<file path="config.mk">
export PLATFORM = sky130hd
export DESIGN_NAME = display_scanner
export DESIGN_NICKNAME = d
export VERILOG_FILES = /design/src/rtl/display_scanner_pkg.sv /design/src/rtl/display_scanner_tick_gen.sv /design/src/rtl/display_scanner.sv
export SDC_FILE = /design/constraint.sdc
export NUM_CORES = 1
export LEC_CHECK = 0
export CORE_ASPECT_RATIO = 1.2
export CORE_MARGIN = 3
export CORE_UTILIZATION = 40
export CTS_BUF_LIST = sky130_fd_sc_hd__clkbuf_4 sky130_fd_sc_hd__clkbuf_8
export CTS_CLUSTER_SIZE = 10
export DETAILED_ROUTE_END_ITERATION = 10
export HOLD_SLACK_MARGIN = 0.02
export PLACE_DENSITY = 0.75
export RECOVER_POWER = 25
export SLEW_MARGIN = 40
export SYNTH_ARGS = -nofsm -noshare
export SYNTH_HDL_FRONTEND = slang
export SYNTH_SLANG_ARGS = --single-unit
</file>
<file path="constraint.sdc">
create_clock -name clk -period 2.1 [get_ports clk]
set_clock_uncertainty 0.05 [all_clocks]
set_input_delay 0.42 -clock clk [delete_from_list [all_inputs] [get_ports clk]]
set_output_delay 0.42 -clock clk [all_outputs]
set_load 0.03 [all_outputs]
</file>
<file path="src/rtl/display_scanner_pkg.sv">
// Shared constants, FSM states and anode decode for the digit scanner.
// No logic of its own; pure definitions.
// No flow control.
package display_scanner_pkg;

  localparam int NUM_DIGITS = 8;
  localparam int SEL_W      = 3;
  localparam logic [NUM_DIGITS-1:0] AN_OFF = 8'hFF;

  typedef enum logic {
    ST_BLANK = 1'b0,
    ST_SHOW  = 1'b1
  } scan_state_t;

  // Active-low one-hot anode pattern for one digit, or all-off if that digit is masked.
  function automatic logic [NUM_DIGITS-1:0] an_decode(
    input logic [SEL_W-1:0]      sel,
    input logic [NUM_DIGITS-1:0] mask
  );
    logic [NUM_DIGITS-1:0] r;
    r = AN_OFF;
    if (mask[sel]) r[sel] = 1'b0;
    return r;
  endfunction

endpackage

</file>
<file path="src/rtl/display_scanner_tick_gen.sv">
// Slot prescaler: counts 0..DIV-1 while enabled, pulses tick on the last count.
// tick is combinational from the registered count (same cycle as count == DIV-1).
// en low freezes the count and suppresses tick; no other stall source.
module tick_gen #(
  parameter int DIV = 100000,
  localparam int W  = $clog2(DIV)
) (
  input  logic         clk,
  input  logic         rst,
  input  logic         en,
  output logic         tick,
  output logic [W-1:0] count
);

  localparam logic [W-1:0] LAST = W'(DIV - 1);

  // Last cycle of a slot; masked during reset so no partial slot completes.
  assign tick = en && !rst && (count == LAST);

  // Free-running slot counter, held while disabled.
  always_ff @(posedge clk) begin
    if (rst) begin
      count <= '0;
    end else if (en) begin
      if (count == LAST) count <= '0;
      else               count <= count + W'(1);
    end
  end

endmodule

</file>
<file path="src/rtl/display_scanner.sv">
// Multiplexed 8-digit anode scanner with per-slot dead time and digit mask.
// an/choice registered: new digit and blanking appear together one edge after slot_tick.
// en low freezes the scan and blanks all anodes from the next edge.
module display_scanner
  import display_scanner_pkg::*;
#(
  parameter int SCAN_DIV     = 100000,
  parameter int BLANK_CYCLES = 1000
) (
  input  logic                  clk,
  input  logic                  rst,
  input  logic                  en,
  input  logic [NUM_DIGITS-1:0] digit_mask,
  output logic [SEL_W-1:0]      choice,
  output logic [NUM_DIGITS-1:0] an,
  output logic                  slot_tick
);

  localparam int CW = $clog2(SCAN_DIV);
  // Count value on whose edge the dead time ends; zero dead time means "always past it".
  localparam logic [CW-1:0] BLANK_LAST = (BLANK_CYCLES == 0) ? '0 : CW'(BLANK_CYCLES - 1);

  logic [CW-1:0] count;
  logic          tick;
  scan_state_t   state;
  logic [SEL_W-1:0] next_choice;

  tick_gen #(.DIV(SCAN_DIV)) u_tick_gen (
    .clk   (clk),
    .rst   (rst),
    .en    (en),
    .tick  (tick),
    .count (count)
  );

  assign slot_tick   = tick;
  assign next_choice = choice + SEL_W'(1);

  // Scan FSM: choice, state and anode drive all update on the same edge so they never disagree.
  always_ff @(posedge clk) begin
    if (rst) begin
      state  <= ST_BLANK;
      choice <= '0;
      an     <= AN_OFF;
    end else if (!en) begin
      state <= ST_BLANK;
      an    <= AN_OFF;
    end else if (tick) begin
      // Slot boundary: step to the next digit; with no dead time it lights immediately.
      choice <= next_choice;
      if (BLANK_CYCLES == 0) begin
        state <= ST_SHOW;
        an    <= an_decode(next_choice, digit_mask);
      end else begin
        state <= ST_BLANK;
        an    <= AN_OFF;
      end
    end else begin
      case (state)
        ST_SHOW: begin
          an <= an_decode(choice, digit_mask);
        end
        default: begin
          // A resumed slot may already be past the dead time, so compare with >=.
          if (count >= BLANK_LAST) begin
            state <= ST_SHOW;
            an    <= an_decode(choice, digit_mask);
          end else begin
            an    <= AN_OFF;
          end
        end
      endcase
    end
  end

endmodule

</file>
==> flow_results.xml <==
<?xml version="1.0" encoding="UTF-8"?>
<metrics>
  <group name="global_routing">
    <metric name="antenna_found_initial" unit="">0</metric>
    <metric name="grt_start_max_net_pins" unit="">18</metric>
    <metric name="first_global_vias" unit="">1223</metric>
    <metric name="first_pass_grt_wire_length" unit="um">5410</metric>
    <metric name="gr-total-overflow" unit="">0</metric>
    <metric name="track_usage" unit="%">17.1</metric>
  </group>
  <group name="critical_path">
    <metric name="worstSetupStartpointType" unit="">flip-flop</metric>
    <metric name="arrival" unit="ps">1850</metric>
    <metric name="critPathSlowestCell" unit="">sky130_fd_sc_hd__or4_4</metric>
    <metric name="path_class" unit="">reg2out</metric>
    <metric name="family_with_the_most_delay_on_the_worst_path" unit="">simple AND/OR/NAND/NOR gates</metric>
    <metric name="worst-path-buf-inv" unit="">1</metric>
    <metric name="cp.required" unit="ps">1630</metric>
    <metric name="critical_path_peak_fanout" unit="">3</metric>
    <metric name="cp_cell_sequence" unit="">or4_4 -&gt; nor4_4 -&gt; and3b_2 -&gt; buf_6</metric>
    <metric name="worst_setup_path_end_kind" unit="">output pin</metric>
    <metric name="max_stage_delay" unit="ps">580</metric>
  </group>
  <group name="cts">
    <metric name="clock-sinks" unit="">29</metric>
    <metric name="htree_levels" unit="">2</metric>
    <metric name="tritoncts" unit="">done</metric>
    <metric name="cts.clk_slew.worst_paths" unit="ps">100</metric>
    <metric name="cts.root.buffer_cell" unit="">sky130_fd_sc_hd__clkbuf_4</metric>
    <metric name="worstSkewPairLatency" unit="ps">340</metric>
    <metric name="cts_inserted_buffers" unit="">5</metric>
    <metric name="clockBufferDepth" unit="">2</metric>
    <metric name="cts_hold_repair.buffers" unit="">0</metric>
  </group>
  <group name="sta">
    <metric name="timing.final.max_slew_violations" unit="">0</metric>
    <metric name="finalHoldViolations" unit="">0</metric>
    <metric name="timing.final.crit_share" unit="%">110</metric>
    <metric name="setup_repair_after_global_routing_missed_its_margin" unit="">true</metric>
    <metric name="final.setup.worst_slack" unit="ps">-218</metric>
    <metric name="maxClockFrequency" unit="MHz">431</metric>
    <metric name="worst_hold_slack" unit="ps">427</metric>
    <metric name="final-setup-viol-count" unit="">1</metric>
    <metric name="maxSlewHeadroom" unit="%">73.8</metric>
    <metric name="min_period" unit="ps">2320</metric>
    <metric name="max_slew.worst_pin.slew" unit="ps">390</metric>
  </group>
  <group name="placed_design">
    <metric name="place_congestion" unit="">0.873</metric>
    <metric name="dp_slack" unit="ps">23.6</metric>
    <metric name="placement.io_buffers" unit="">22</metric>
    <metric name="post-dp-hpwl" unit="um">2430</metric>
  </group>
  <group name="yosys">
    <metric name="ys_seq_area_share" unit="%">42.0</metric>
    <metric name="mappedNetlistArea" unit="mm^2">0.00138</metric>
    <metric name="syn-mean-instance-area" unit="um^2">9.29</metric>
    <metric name="synth_compound_gate_area_share" unit="%">6.15</metric>
    <metric name="synth_fa_ha_area_share" unit="%">1.81</metric>
    <metric name="synth_top_family_by_area" unit="">simple AND/OR/NAND/NOR gates</metric>
    <metric name="postSynth.topFlopCell" unit="">sky130_fd_sc_hd__dfxtp_1</metric>
    <metric name="synth_xor_area_share" unit="%">9.49</metric>
    <metric name="post_synth_num_cell_types" unit="">39</metric>
    <metric name="yosys-mux-area-fraction" unit="%">1.54</metric>
    <metric name="synth-edff-count" unit="">0</metric>
    <metric name="synth_fp_nets" unit="">162</metric>
    <metric name="ys_ff_latch" unit="">29</metric>
    <metric name="synthesis.yosys.warnings" unit="">0</metric>
    <metric name="syn-instance-count" unit="">149</metric>
    <metric name="synthArstFlopShare" unit="%">0</metric>
    <metric name="post_synth_and_or_nand_nor_area_fraction" unit="%">33.6</metric>
  </group>
  <group name="die">
    <metric name="num_io_pins" unit="">23</metric>
    <metric name="dieWidth" unit="um">59.7</metric>
    <metric name="die-area" unit="mm^2">0.00420</metric>
    <metric name="placeableCoreArea" unit="mm^2">0.00319</metric>
    <metric name="rows" unit="">22</metric>
    <metric name="initial_util" unit="%">43.3</metric>
    <metric name="die_h" unit="um">70.4</metric>
  </group>
  <group name="power">
    <metric name="design_power_total" unit="mW">0.953</metric>
    <metric name="vdd_drop_max" unit="V">0.000473</metric>
    <metric name="leakage_power" unit="nW">0.667</metric>
    <metric name="power_density" unit="mW/mm^2">513</metric>
  </group>
  <group name="run">
    <metric name="count_of_max_cap_constraint_violations" unit="">0</metric>
  </group>
  <group name="layout">
    <metric name="final_layout_size_suffix_gt1_share" unit="%">24.1</metric>
    <metric name="antenna_cells_inserted" unit="">0</metric>
    <metric name="syn2layout_area_growth" unit="%">34.1</metric>
    <metric name="nNetsFinal" unit="">207</metric>
  </group>
  <group name="route">
    <metric name="route.detailed.vias_per_inst" unit="">5.50</metric>
    <metric name="drt-wirelength-per-cell" unit="um">14.2</metric>
    <metric name="drt_drc_violations_left" unit="">0</metric>
    <metric name="drt_iter0_markers" unit="">51</metric>
    <metric name="route.final.wire_length" unit="um">3270</metric>
    <metric name="dr.pass1.iters" unit="">4</metric>
    <metric name="antenna_left" unit="">0</metric>
    <metric name="vias" unit="">1270</metric>
  </group>
  <group name="status">
    <metric name="violations" unit="">negative setup slack</metric>
    <metric name="run_status" unit="">complete, but fails checks</metric>
  </group>
  <group name="hold_path">
    <metric name="hp-class" unit="">reg2reg</metric>
  </group>
</metrics>
-- where the power goes --
part | leakage, nW | switching, mW | internal [mW]
combinational | 0.396 | 0.0276 | 0.0372
clock | 0.0354 | 0.190 | 0.140
sequential | 0.235 | 0.00397 | 0.554
total | 0.667 | 0.221 | 0.732
-- layout make-up --
class,count,area [um^2]
Fill cell,297,1340
Sequential cell,29,584
Tap cell,36,45.0
Clock inverter,2,10.0
Multi-Input combinational cell,112,763
Timing Repair Buffer,46,408
Clock buffer,6,45.0
-- Yosys cell counts, types with 2 or more instances --
cell type	instances	share of area [%]
sky130_fd_sc_hd__dfxtp_1	29	42
sky130_fd_sc_hd__nor2_1	24	6.5
sky130_fd_sc_hd__xnor2_1	12	7.6
sky130_fd_sc_hd__nand4_1	11	5.0
sky130_fd_sc_hd__nand3_1	9	3.3
sky130_fd_sc_hd__nand2_1	8	2.2
sky130_fd_sc_hd__nor3_1	5	1.8
sky130_fd_sc_hd__nor4_1	5	2.3
sky130_fd_sc_hd__a21oi_1	4	1.4
sky130_fd_sc_hd__nand4b_1	3	1.9
sky130_fd_sc_hd__or4_1	3	1.6
sky130_fd_sc_hd__xor2_1	3	1.9
sky130_fd_sc_hd__and3_1	2	0.90
sky130_fd_sc_hd__buf_6	2	1.6
sky130_fd_sc_hd__clkbuf_2	2	0.72
sky130_fd_sc_hd__ha_1	2	1.8
sky130_fd_sc_hd__nand2b_1	2	0.90
sky130_fd_sc_hd__nor2b_1	2	0.90
-- cell usage in the layout, fill, tap and decap left out, types with 2 or more instances in the layout --
| cell type | Yosys | routed |
|---|---|---|
| sky130_fd_sc_hd__nor4_4 | 1 | 2 |
| sky130_fd_sc_hd__dlygate4sd3_1 | 0 | 5 |
| sky130_fd_sc_hd__xor2_1 | 3 | 3 |
| sky130_fd_sc_hd__nor4_1 | 5 | 4 |
| sky130_fd_sc_hd__a21oi_1 | 4 | 4 |
| sky130_fd_sc_hd__nand2_1 | 8 | 8 |
| sky130_fd_sc_hd__or4_1 | 3 | 3 |
| sky130_fd_sc_hd__and3_1 | 2 | 2 |
| sky130_fd_sc_hd__xnor2_1 | 12 | 12 |
| sky130_fd_sc_hd__nor2b_1 | 2 | 2 |
| sky130_fd_sc_hd__or4bb_4 | 0 | 2 |
| sky130_fd_sc_hd__buf_4 | 1 | 23 |
| sky130_fd_sc_hd__nor3_1 | 5 | 5 |
| sky130_fd_sc_hd__dfxtp_2 | 0 | 3 |
| sky130_fd_sc_hd__clkinv_2 | 0 | 2 |
| sky130_fd_sc_hd__clkdlybuf4s50_1 | 0 | 15 |
| sky130_fd_sc_hd__nand3_1 | 9 | 9 |
| sky130_fd_sc_hd__nor2_1 | 24 | 24 |
| sky130_fd_sc_hd__clkbuf_4 | 0 | 6 |
| sky130_fd_sc_hd__nand4b_1 | 3 | 3 |
| sky130_fd_sc_hd__nand2b_1 | 2 | 2 |
| sky130_fd_sc_hd__dfxtp_1 | 29 | 26 |
| sky130_fd_sc_hd__nand4_1 | 11 | 11 |
-- worst register-to-register path: stages, from the launching register on --
cell and delay [ps]:
sky130_fd_sc_hd__dfxtp_2 370, sky130_fd_sc_hd__or4bb_4 570, sky130_fd_sc_hd__nor4_4 380, sky130_fd_sc_hd__nand3_1 140, sky130_fd_sc_hd__mux2_1 310
-- path summary, 6_finish.rpt --
| kind | startpoint | to | slack [ps] | cells after the start |
|---|---|---|---|---|
| max | u_tick_gen.count[11]$_SDFFE_PP0P_ | slot_tick | -220 | 4 |
| min | choice[2]$_SDFFE_PP0P_ | an[7]$_SDFF_PP1_ | 430 | 1 |
| max reg2reg | u_tick_gen.count[5]$_SDFFE_PP0P_ | choice[2]$_SDFFE_PP0P_ | 180 | 4 |
| min reg2reg | choice[2]$_SDFFE_PP0P_ | an[7]$_SDFF_PP1_ | 430 | 1 |
-- flip-flops by register name (all words and copies together), names as in the netlist --
signal	count
u_tick_gen.count	17
choice	3
state	1
an	8
-- what timing repair did --
item	CTS	global route
setup endpoints to repair	1	20
pin swaps	3	3
resized for setup	6	2
buffers inserted	1	2
cloned	0	0
-- stage by stage --
stage | util [%] | instance area, um^2 | cells | setup TNS, ps
2_1_floorplan | - | 1400 | 149 | 0
3_3_place_gp | 55.1 | 1760 | 220 | 0
3_5_place_dp | 55.1 | 1760 | 220 | 0
4_1_cts | 57.8 | 1840 | 229 | -251
5_1_grt | 58.1 | 1860 | 231 | -335
6_report | 58.1 | 1860 | 231 | -218
-- logic make-up (layout without fill, tap and decap cells) --
family | after synthesis | count (layout)
flip-flops | 29 | 29
multiplexers | 2 | 2
buffers and inverters | 8 | 54
XOR/XNOR | 15 | 15
AO/OA/AOI/OAI | 11 | 11
adder cells (fa/ha/maj) | 2 | 2
AND/OR/NAND/NOR | 82 | 82
-- layer usage --
layer / up-vias / global-route usage [%] / part of all wire, %
met5: - / 0 / 0
met3: 13 / 6.84 / 8.1
li1: 634 / - / -
met1: 570 / 19.2 / 40
met4: 0 / 9.36 / 3.0
met2: 53 / 26.8 / 49
No activity file was read; power rests on OpenSTA's default activity.
